===== config.mk =====
export PLATFORM = sky130hd
export DESIGN_NAME = alu_packet_ctrl
export DESIGN_NICKNAME = d
export VERILOG_FILES = /design/src/rtl/alu_packet_ctrl_pkg.sv /design/src/rtl/alu_packet_ctrl_byte_shift4.sv /design/src/rtl/alu_packet_ctrl.sv
export SDC_FILE = /design/constraint.sdc
export NUM_CORES = 1
export LEC_CHECK = 0
export BUFFER_PORTS_ARGS = -buffer_cell sky130_fd_sc_hd__buf_2
export CELL_PAD_IN_SITES_DETAIL_PLACEMENT = 1
export CELL_PAD_IN_SITES_GLOBAL_PLACEMENT = 2
export CORE_MARGIN = 2
export CORE_UTILIZATION = 33
export CTS_BUF_LIST = sky130_fd_sc_hd__clkbuf_16
export DETAILED_ROUTE_END_ITERATION = 10
export PLACE_DENSITY = 0.81
export SYNTH_ARGS = -nofsm -noshare
export SYNTH_HDL_FRONTEND = slang
export SYNTH_SLANG_ARGS = --single-unit

===== constraint.sdc =====
create_clock -name clk_i -period 2.5 [get_ports clk_i]
set_input_delay 0.5 -clock clk_i [delete_from_list [all_inputs] [get_ports clk_i]]
set_output_delay 0.5 -clock clk_i [all_outputs]
set_load 0.1 [all_outputs]

===== src/rtl/alu_packet_ctrl_pkg.sv =====
// Shared types and constants for the UART-to-ALU packet sequencer.
// Opcodes 0x10..0x15 map onto alu_op_e through their low three bits.
package alu_packet_ctrl_pkg;

    typedef enum logic [2:0] {
        ALU_ADD = 3'd0,
        ALU_SUB = 3'd1,
        ALU_AND = 3'd2,
        ALU_OR  = 3'd3,
        ALU_XOR = 3'd4,
        ALU_MUL = 3'd5
    } alu_op_e;

    localparam logic [7:0] OPC_ADD = 8'h10;
    localparam logic [7:0] OPC_SUB = 8'h11;
    localparam logic [7:0] OPC_AND = 8'h12;
    localparam logic [7:0] OPC_OR  = 8'h13;
    localparam logic [7:0] OPC_XOR = 8'h14;
    localparam logic [7:0] OPC_MUL = 8'h15;

    localparam logic [15:0] HDR_BYTES = 16'd4;
    localparam logic [15:0] MIN_LEN   = 16'd8;

    typedef enum logic [2:0] {
        ST_IDLE       = 3'd0,
        ST_HDR        = 3'd1,
        ST_LOAD_FIRST = 3'd2,
        ST_LOAD       = 3'd3,
        ST_RUN        = 3'd4,
        ST_TX         = 3'd5,
        ST_DRAIN      = 3'd6
    } state_e;

    function automatic logic opcode_known(input logic [7:0] opc);
        return (opc >= OPC_ADD) && (opc <= OPC_MUL);
    endfunction

endpackage


===== src/rtl/alu_packet_ctrl_byte_shift4.sv =====
// Little-endian 4-byte word assembler: the first byte received lands in word[7:0].
// word/last are combinational so the owner can capture the word on the 4th byte's cycle.
module byte_shift4 (
    input  logic        clk,
    input  logic        rst_n,
    input  logic        clear,
    input  logic        valid,
    input  logic [7:0]  data,
    output logic [31:0] word,
    output logic        last
);

    logic [23:0] sr_q;
    logic [1:0]  cnt_q;

    always_ff @(posedge clk) begin
        if (!rst_n || clear) begin
            sr_q  <= '0;
            cnt_q <= '0;
        end else if (valid) begin
            sr_q  <= {data, sr_q[23:8]};
            cnt_q <= cnt_q + 2'd1;
        end
    end

    assign word = {data, sr_q};
    assign last = valid && (cnt_q == 2'd3);

endmodule


===== src/rtl/alu_packet_ctrl.sv =====
// Packet sequencer: parses framed UART requests, chains operands through the ALU,
// and streams the 32-bit accumulator back out little-endian.
// Handshakes: a byte moves on a cycle where valid && ready are both high; a producer
// holds valid and data stable until that cycle, and ready never depends on valid.
module alu_packet_ctrl
    import alu_packet_ctrl_pkg::*;
#(
    parameter int DataWidth     = 32,
    parameter int TimeoutCycles = 5000000
) (
    input  logic                 clk_i,
    input  logic                 rst_ni,
    input  logic [7:0]           rx_data_i,
    input  logic                 rx_valid_i,
    output logic                 rx_ready_o,
    output logic [7:0]           tx_data_o,
    output logic                 tx_valid_o,
    input  logic                 tx_ready_i,
    output logic [2:0]           alu_op_o,
    output logic [DataWidth-1:0] alu_a_o,
    output logic [DataWidth-1:0] alu_b_o,
    output logic                 alu_start_o,
    input  logic                 alu_done_i,
    input  logic [DataWidth-1:0] alu_result_i,
    output logic                 busy_o,
    output logic [2:0]           dbg_state_o
);

    localparam int TmoW = $clog2(TimeoutCycles + 1);
    localparam logic [TmoW-1:0] TmoLast = TmoW'(TimeoutCycles - 1);

    state_e               state_q, state_d;
    logic [7:0]           opc_q;
    logic [2:0]           op_q;
    logic [1:0]           hdr_cnt_q;
    logic [7:0]           len_lo_q;
    logic [15:0]          remaining_q;
    logic [DataWidth-1:0] acc_q, b_q;
    logic [1:0]           tx_idx_q;
    logic [TmoW-1:0]      tmo_q;
    logic                 start_q, start_d;

    logic        rx_fire, tx_fire, loading, tmo_active, tmo_hit;
    logic [15:0] len_w;
    logic [31:0] word;
    logic        word_last;

    assign rx_fire    = rx_valid_i && rx_ready_o;
    assign tx_fire    = tx_valid_o && tx_ready_i;
    assign len_w      = {rx_data_i, len_lo_q};
    assign loading    = (state_q == ST_LOAD_FIRST) || (state_q == ST_LOAD);
    assign tmo_active = loading || (state_q == ST_HDR) || (state_q == ST_DRAIN);
    assign tmo_hit    = tmo_active && !rx_fire && (tmo_q == TmoLast);

    byte_shift4 u_shift (
        .clk   (clk_i),
        .rst_n (rst_ni),
        .clear (!loading),
        .valid (rx_fire && loading),
        .data  (rx_data_i),
        .word  (word),
        .last  (word_last)
    );

    always_ff @(posedge clk_i) begin
        if (!rst_ni) begin
            state_q <= ST_IDLE;
            start_q <= 1'b0;
        end else begin
            state_q <= state_d;
            start_q <= start_d;
        end
    end

    always_comb begin
        state_d    = state_q;
        start_d    = 1'b0;
        rx_ready_o = 1'b0;
        case (state_q)
            ST_IDLE: begin
                rx_ready_o = 1'b1;
                if (rx_fire) state_d = ST_HDR;
            end
            ST_HDR: begin
                rx_ready_o = 1'b1;
                if (rx_fire && hdr_cnt_q == 2'd2) begin
                    if (len_w <= HDR_BYTES)
                        state_d = ST_IDLE;
                    else if (len_w < MIN_LEN || len_w[1:0] != 2'b00 || !opcode_known(opc_q))
                        state_d = ST_DRAIN;
                    else
                        state_d = ST_LOAD_FIRST;
                end
            end
            ST_LOAD_FIRST: begin
                rx_ready_o = 1'b1;
                if (word_last) state_d = (remaining_q == 16'd1) ? ST_TX : ST_LOAD;
            end
            ST_LOAD: begin
                rx_ready_o = 1'b1;
                if (word_last) begin
                    state_d = ST_RUN;
                    start_d = 1'b1;
                end
            end
            ST_RUN: begin
                if (alu_done_i) state_d = (remaining_q == 16'd0) ? ST_TX : ST_LOAD;
            end
            ST_TX: begin
                if (tx_fire && tx_idx_q == 2'd3) state_d = ST_IDLE;
            end
            ST_DRAIN: begin
                rx_ready_o = 1'b1;
                if (rx_fire && remaining_q == 16'd1) state_d = ST_IDLE;
            end
            default: state_d = ST_IDLE;
        endcase
        // An idle gap in an open packet abandons it without any response.
        if (tmo_hit) state_d = ST_IDLE;
    end

    always_ff @(posedge clk_i) begin
        if (!rst_ni) begin
            opc_q       <= '0;
            op_q        <= '0;
            hdr_cnt_q   <= '0;
            len_lo_q    <= '0;
            remaining_q <= '0;
            acc_q       <= '0;
            b_q         <= '0;
            tx_idx_q    <= '0;
            tmo_q       <= '0;
        end else begin
            tmo_q <= (!tmo_active || rx_fire) ? '0 : tmo_q + 1'b1;

            if (state_q == ST_IDLE && rx_fire) begin
                opc_q     <= rx_data_i;
                op_q      <= rx_data_i[2:0];
                hdr_cnt_q <= '0;
            end

            if (state_q == ST_HDR && rx_fire) begin
                hdr_cnt_q <= hdr_cnt_q + 2'd1;
                if (hdr_cnt_q == 2'd1) len_lo_q <= rx_data_i;
                if (hdr_cnt_q == 2'd2)
                    remaining_q <= (len_w > HDR_BYTES) ? len_w - HDR_BYTES : 16'd0;
            end

            if ((loading || state_q == ST_DRAIN) && rx_fire)
                remaining_q <= remaining_q - 16'd1;

            if (state_q == ST_LOAD_FIRST && word_last) acc_q <= word;
            if (state_q == ST_LOAD && word_last)       b_q   <= word;
            if (state_q == ST_RUN && alu_done_i)       acc_q <= alu_result_i;

            if (state_q != ST_TX)  tx_idx_q <= '0;
            else if (tx_fire)      tx_idx_q <= tx_idx_q + 2'd1;
        end
    end

    assign tx_valid_o  = (state_q == ST_TX);
    assign tx_data_o   = tx_valid_o ? acc_q[8*tx_idx_q +: 8] : 8'h00;
    assign alu_op_o    = op_q;
    assign alu_a_o     = acc_q;
    assign alu_b_o     = b_q;
    assign alu_start_o = start_q;
    assign busy_o      = (state_q != ST_IDLE);
    assign dbg_state_o = state_q;

endmodule


==> results of run 1 <==
-- power groups by stage --
stage                     clock network, W  logic (W)  registers, W
after floorplan                          0    0.00150       0.00384
after global placement                   0    0.00301       0.00312
after detailed placement                 0    0.00304       0.00312
after CTS                          0.00262    0.00305       0.00307
after global routing               0.00273    0.00325       0.00311
final                              0.00257    0.00304       0.00307
-- per-layer routing --
layer | up-vias | part of all wire, % | global-route usage [%]
met5 | - | 0 | 0
met4 | 0 | 1.1 | 5.71
met3 | 23 | 4.1 | 3.54
met2 | 127 | 46 | 34.1
met1 | 3101 | 48 | 30.0
li1 | 3097 | - | -
-- logic make-up after synthesis --
family          share of synthesized area (%)
compound gates                           16.3
xor+xnor                                 3.49
fa+ha+maj                                1.60
buf+inv                                  4.37
flops                                    43.6
mux                                      8.56
simple gates                             22.0
-- cell type report --
class | count | area [µm²] | share of cell area, %
Multi-Input combinational cell | 577 | 3680 | 42.2
Timing Repair Buffer | 150 | 996 | 11.4
Clock buffer | 17 | 425 | 4.89
Tap cell | 275 | 344 | 3.95
Sequential cell | 153 | 3070 | 35.3
Inverter | 12 | 45.0 | 0.517
Clock inverter | 14 | 149 | 1.71
-- cells in the mapped netlist (all sizes together) (8+ instances only) --
library cell | number | area share, %
dfxtp | 153 | 44
nand2 | 121 | 6.5
nor2 | 86 | 4.6
a21oi | 63 | 4.5
clkbuf | 56 | 3.0
mux2i | 42 | 6.0
a211oi | 33 | 3.5
o221a | 23 | 3.7
nand3 | 20 | 1.4
and3 | 17 | 1.5
nor4 | 17 | 1.6
xnor2 | 17 | 2.1
inv | 12 | 0.64
nand4 | 12 | 1.1
xor2 | 11 | 1.4
buf | 9 | 0.73
ha | 9 | 1.6
nor3 | 9 | 0.64
or3 | 9 | 0.80
mux4 | 8 | 2.6
nand2b | 8 | 0.71
o21ai | 8 | 0.57
-- sequential cells by signal, indices dropped and copies added (netlist names) --
register and count:
alu_a_o 32, alu_b_o 32, alu_start_o 1, dbg_state_o 3
hdr_cnt_q 2, len_lo_q 8, opc_q 8, remaining_q 16
tmo_q 23, tx_idx_q 2, u_shift.cnt_q 2, u_shift.sr_q 24
-- final timing paths --
| path | startpoint | endpoint |
|---|---|---|
| worst max-delay path | tx_idx_q[1]$_SDFFE_PP0P_ | tx_data_o[6] |
| worst min-delay path | alu_result_i[2] | alu_a_o[2]$_SDFFE_PN0P_ |
| worst max register to register | len_lo_q[4]$_SDFFE_PN0P_ | remaining_q[15]$_SDFFE_PN0P_ |
| worst min register to register | tmo_q[0]$_SDFF_PP0_ | tmo_q[0]$_SDFF_PP0_ |
-- through the flow --
step           total power (W)  std cells  worst slack (ps)  util, %
2_1_floorplan          0.00534        807               147        -
3_3_place_gp           0.00613       1167               256     38.8
3_5_place_dp           0.00616       1167               222     38.8
4_1_cts                0.00874       1198              71.4     41.5
5_1_grt                0.00909       1198              1.78     41.5
6_report               0.00868       1198              98.6     41.5
-- worst min-delay path: stages --
cell      delay [ps]
buf_2             90
nor2_1            90
a211oi_1          50
-- cells in the final DEF (no fill, tap or decap), types with 19 or more instances in the layout --
master,count
a211oi_1,33
nor2_1,85
a21oi_1,63
nand3_1,19
buf_4,20
buf_2,117
mux2i_1,42
dfxtp_1,149
nand2_1,120
o221a_2,23
==> out/results.ini, run 1 <==
[route]
drt_iter0_drc=350
drtAntennaViolNets=0
wirelength_mm=23.3
vias_per_cell=5.30
dr_total_vias=6348
drc=0
wl_per_cell_um=19.5
drt-pass1-iter-count=4

[floorplanning]
pin_count=127
std_cell_rows=53
initial_utilization_pct=33.5
die_y_um=150
coreArea_um2=21000
dieArea_um2=22500
die_w_um=150

[cells_and_area]
synthToLayoutAreaGrowth_pct=24.0
drive_above_1_share_pct=25.4
nNetsFinal=965
diodes=0
fillers=2515
final_area_um2=8710

[power]
p_leak_nw=3.41
vdd_drop_max_mv=0.491
p_int_w=0.00496
sw_frac_of_total_pct=42.9
power.density_nw_per_um2=997
comb_power_share_pct=35.1
p_sw_w=0.00372
power_frac_seq_pct=35.4
clock_power_share_pct=29.6

[worst_setup_path]
critPathCaptureType=primary output
cp_max_fo=10
reg2reg_depth=5
critPathSlowestCell=dfxtp_1
worst-path-buf-inv=1
r2r_setup_slack_ps=360
path_depth=3
path_class=reg2out
cp-start-kind=flop
path_delay_family=flip-flops
worst_ep_arrival_time_ps=1900
path_cells=mux4_2 -> and3_2 -> buf_12
required_ps=2000
critPathMaxStageDelay_ps=660

[yosys]
ys_types=53
synth_warnings=0
ys_ff_latch=153
synth_area_um2=7020
avgSynthCellArea_um2=8.70
seq_area_frac_synth_pct=43.6
synthArstFlopShare_pct=0
syn_nets=861
synth_edf_count=0
synth_flop_cell=dfxtp_1
syn-instance-count=807

[clocking]
cts_buffer_depth=2
cts_resized=2
cts.sinks=153
numCtsBuffers=17
h-tree-depth=4
postCtsSetupRepairBufs=0
clk_pin_slew_worst_paths_ps=70
cts_tree=yes
clock_latency_ps=430
cts_root_buf=clkbuf_16
cts_hold_buf=0

[placed_design]
dpl_cell_area_um2=8130
hpwlAfterDp_mm=16.6
place_congestion=0.784
port_buffers=126

[global_route]
antenna_found_initial=1
grt_max_degree=82
grt_usage_pct=21.4
overflow=0
grt_pass1_wl_mm=37.1
first_global_vias=6453

[worst_hold_path]
hold_class=in2reg
min_path_cells=3

[status]
outcome=complete, no violations

[sta]
slew_headroom_pct=60.1
slew_violations=0
hold_viol=0
fin_crit_ps=2400
rsz0062_at_grt=no
post-route-period-util_pct=96.1
worstMarginPinSlew_ps=598
fin_tns_setup_ps=0
hold_slack_ps=352
fmax_mhz=416
setup_violations=0
finalClockSkew_ps=10.2

[job]
max_cap_viol_count=0

Power figures use the tool's default switching activity.
==> run 2, diff against run 1 <==
==> constraint.sdc (replaced) <==
create_clock -name clk_i -period 2.5 [get_ports clk_i]
set_input_delay 0.125 -clock clk_i [delete_from_list [all_inputs] [get_ports clk_i]]
set_output_delay 0.125 -clock clk_i [all_outputs]
set_load 0.1 [all_outputs]
==> out/results.ini, run 2 (synthesis gave the netlist of run 1 again) <==
[worst_setup_path]
worst_ep_arrival_time_ps=2100
required_ps=2380
worst-path-buf-inv=2
critPathMaxStageDelay_ps=430
r2r_setup_slack_ps=390
worstReg2RegStart=len_lo_q[4]$_SDFFE_PN0P_
path_delay_family=simple AND/OR/NAND/NOR gates
cp_max_fo=21
reg2reg_depth=5
critPathCaptureType=primary output
reg2reg_to=remaining_q[15]$_SDFFE_PN0P_
critPathSlowestCell=nor2b_2
cp-start-kind=flop
path_cells=buf_4 -> nor2b_2 -> and3_1 -> buf_2
path_class=reg2out

[status]
outcome=complete, no violations

[route]
drc=0
vias_per_cell=5.30
wirelength_mm=23.3
drtAntennaViolNets=0
wl_per_cell_um=19.1
dr_total_vias=6485
drt_iter0_drc=301
drt-pass1-iter-count=4

[cells_and_area]
final_area_um2=8810
nNetsFinal=989
final_common_cell=dfxtp_1
drive_above_1_share_pct=23.3
diodes=0
layout.cells.most_common_list=dfxtp_1, buf_2, nand2_1, nor2_1, a21oi_1
synthToLayoutAreaGrowth_pct=25.5

[power]
vdd_drop_max_mv=0.470
power_w=0.00865
p_leak_nw=3.49
power.density_nw_per_um2=982

[sta]
fmax_mhz=450
setup_violations=0
finalClockSkew_ps=17.1
slew_violations=0
hold_viol=0
fin_tns_setup_ps=0
rsz0062_at_grt=no
worstMarginPinSlew_ps=728
post-route-period-util_pct=89.0
slew_headroom_pct=51.4
fin_crit_ps=2220

[clocking]
numCtsBuffers=17
postCtsSetupRepairBufs=0
cts_buffer_depth=2
clock_latency_ps=440
h-tree-depth=4
cts_root_buf=clkbuf_16
clk_pin_slew_worst_paths_ps=60
cts_tree=yes
cts.sinks=153

[global_route]
grt_pass1_wl_mm=36.8
grt_usage_pct=21.2
antenna_found_initial=0
grt_max_degree=55
first_global_vias=6574
overflow=0

[floorplanning]
coreArea_um2=21000
initial_utilization_pct=33.5
die_w_um=150
std_cell_rows=53
dieArea_um2=22500
die_y_um=150
pin_count=127

[placed_design]
dpl_cell_area_um2=7920
place_congestion=0.836
hpwlAfterDp_mm=16.2
port_buffers=126

[worst_hold_path]
min_path_cells=3
holdPathEnd=alu_a_o[12]$_SDFFE_PN0P_
worstHoldStart=alu_result_i[12]
hold_class=in2reg

[job]
max_cap_viol_count=0

[run 2: cell type report]
class	count	area, µm²
clock buffer	17	425
tap	275	344
sequential	153	3070
clock inverter	15	159
multi-input combinational	577	3670
fill	2524	12100
timing repair buffer	174	1100
inverter	12	45.0
[run 2: worst max-delay path by stage]
stage                           startpoint                     endpoint  slack [ps]  cells past startpoint
2_1_floorplan  dbg_state_o[0]$_SDFFE_PP0P_     tx_idx_q[0]$_SDFFE_PP0P_          60                      5
3_3_place_gp      tx_idx_q[0]$_SDFFE_PP0P_  dbg_state_o[1]$_SDFFE_PP0P_         410                      6
3_5_place_dp      tx_idx_q[0]$_SDFFE_PP0P_  dbg_state_o[1]$_SDFFE_PP0P_         400                      6
4_1_cts        dbg_state_o[0]$_SDFFE_PP0P_                 tx_data_o[5]          10                      4
5_1_grt        dbg_state_o[0]$_SDFFE_PP0P_                 tx_data_o[4]         150                      4
6_report       dbg_state_o[0]$_SDFFE_PP0P_                 tx_data_o[5]         280                      4
[run 2: timing repair]
item                                   in CTS  in global routing
gates resized for setup                     0                  2
endpoints found under the hold margin      31                  0
hold buffers                               30                  0
setup endpoints to repair                   0                  9
[run 2: report_power, final]
| part | internal (W) | total (W) | switching, W |
|---|---|---|---|
| Clock | 0.00141 | 0.00259 | 0.00118 |
| Sequential | 0.00269 | 0.00303 | 0.000344 |
| Combinational | 0.000770 | 0.00303 | 0.00226 |
| Total | 0.00487 | 0.00865 | 0.00378 |
[run 2: worst register-to-register path: cells and delay by family (launching register included)]
kind,cells,cell delay [ps]
flip-flops,1,380
AO/OA/AOI/OAI,2,300
AND/OR/NAND/NOR,3,1380
[run 2: per-stage QoR]
stage / hold WS (ps) / setup slack (ps) / cells / utilization (%)
2_1_floorplan: 262 / 61.1 / 807 / -
3_3_place_gp: 417 / 408 / 1161 / 37.8
3_5_place_dp: 422 / 404 / 1161 / 37.8
4_1_cts: 5.05 / 11.3 / 1223 / 42.0
5_1_grt: 20.7 / 149 / 1223 / 42.1
6_report: 8.77 / 276 / 1223 / 42.1
[run 2: routing by layer]
layer / wire, µm / track usage (%) / up-vias
met4: 209 / 4.72 / 0
met5: 0 / 0 / -
met2: 11000 / 35.1 / 137
li1: - / - / 3137
met3: 1180 / 3.90 / 15
met1: 10900 / 28.8 / 3196
==> run 3, diff against run 2 <==
--- a/config.mk
+++ b/config.mk
@@ -9,10 +9,10 @@
 export CELL_PAD_IN_SITES_DETAIL_PLACEMENT = 1
 export CELL_PAD_IN_SITES_GLOBAL_PLACEMENT = 2
 export CORE_MARGIN = 2
-export CORE_UTILIZATION = 33
+export CORE_UTILIZATION = 30
 export CTS_BUF_LIST = sky130_fd_sc_hd__clkbuf_16
 export DETAILED_ROUTE_END_ITERATION = 10
-export PLACE_DENSITY = 0.81
+export PLACE_DENSITY = 0.75
 export SYNTH_ARGS = -nofsm -noshare
 export SYNTH_HDL_FRONTEND = slang
 export SYNTH_SLANG_ARGS = --single-unit
==> constraint.sdc (replaced) <==
create_clock -name clk_i -period 2.5 [get_ports clk_i]
set_input_delay 0.375 -clock clk_i [delete_from_list [all_inputs] [get_ports clk_i]]
set_output_delay 0.375 -clock clk_i [all_outputs]
set_load 0.1 [all_outputs]
==> out/results.ini, run 3 (synthesis gave the netlist of run 1 again) <==
[global_route]
grt_max_degree=52
first_global_vias=6398
antenna_found_initial=1
grt_usage_pct=19.7
overflow=0
grt_pass1_wl_mm=37.3

[clocking]
numCtsBuffers=17
clk_pin_slew_worst_paths_ps=70
cts_tree=yes
postCtsSetupRepairBufs=0
cts_resized=0
cts_root_buf=clkbuf_16
clock_latency_ps=430
h-tree-depth=4
cts_hold_buf=0
cts.sinks=153
cts_buffer_depth=2

[power]
power.density_nw_per_um2=1000
vdd_drop_max_mv=0.480
p_leak_nw=3.45
power_w=0.00882

[route]
dr_total_vias=6367
dr.max_layer_used=met4
drt_iter0_drc=345
vias_per_cell=5.13
wirelength_mm=23.9
drtAntennaViolNets=0
drc=0
wl_met2_mm=10.7
drt-pass1-iter-count=4
wl_per_cell_um=19.2
wl_met1_mm=11.9
met3WireLength_um=987

[cells_and_area]
utilization_pct=38.6
final_common_cell=dfxtp_1
layout.cells.most_common_list=dfxtp_1, nand2_1, buf_2, nor2_1, a21oi_1
synthToLayoutAreaGrowth_pct=25.3
final_area_um2=8790
drive_above_1_share_pct=25.6
nNetsFinal=970

[worst_setup_path]
worst_ep_arrival_time_ps=1980
cp_max_fo=9
critPathCaptureType=primary output
required_ps=2120
cp-start-kind=flop
path_class=reg2out

[worst_hold_path]
hold_class=in2reg

[floorplanning]
pin_count=127
initial_utilization_pct=30.8
std_cell_rows=55
dieArea_um2=24600
die_w_um=157
die_y_um=157
coreArea_um2=22800

[status]
outcome=complete, no violations

[sta]
fmax_mhz=425
fin_tns_setup_ps=0
setup_violations=0
hold_viol=0
fin_crit_ps=2350
finalClockSkew_ps=13.0
slew_headroom_pct=55.9
slew_violations=0
post-route-period-util_pct=94.2
rsz0062_at_grt=no
worstMarginPinSlew_ps=662

[placed_design]
hpwlAfterDp_mm=17.4
port_buffers=126
place_congestion=0.775
dpl_cell_area_um2=8190

[job]
max_cap_viol_count=0

[run 3: stage by stage]
stage	hold slack, ps	cells	setup slack, ps
finish	224	1242	146
CTS	215	1241	137
detailed placement	437	1210	354
global placement	428	1210	376
global route	226	1241	76.4
floorplan	413	807	20.2
[run 3: cell type report]
| cell class | count | area, µm² |
|---|---|---|
| fillers | 2673 | 14000 |
| multi-input cells | 577 | 3670 |
| flip-flops and latches | 153 | 3070 |
| repair buffers | 155 | 1010 |
| clock buffers | 17 | 425 |
| well taps | 313 | 392 |
| clock inverters | 14 | 179 |
| inverters | 12 | 45.0 |
| diodes | 1 | 2.50 |
[run 3: power breakdown]
group	switching (W)	leakage (nW)	total (W)	internal (W)
Sequential	0.000329	1.24	0.00302	0.00269
Combinational	0.00231	1.91	0.00312	0.000808
Clock	0.00117	0.294	0.00268	0.00151
[run 3: worst paths after layout]
check,slack [ps],depth (start not counted),start,endpoint
worst max-delay path,150,4,tx_idx_q[0]$_SDFFE_PP0P_,tx_data_o[7]
worst max register to register,360,5,len_lo_q[4]$_SDFFE_PN0P_,remaining_q[15]$_SDFFE_PN0P_
worst min register to register,450,1,tmo_q[0]$_SDFF_PP0_,tmo_q[0]$_SDFF_PP0_
worst min-delay path,220,3,alu_result_i[1],alu_a_o[1]$_SDFFE_PN0P_
[run 3: critical path: stages, from the launching register on]
cell     delay, ps
dfxtp_1        360
buf_4          250
mux4_2         530
and3_2         250
buf_12         170
[run 3: metal layers]
metal  up-vias  global-route usage (%)
met5         -                       0
met4         0                    4.81
met3        12                    3.17
met2       113                    31.0
met1      3142                    28.3
li1       3100                       -
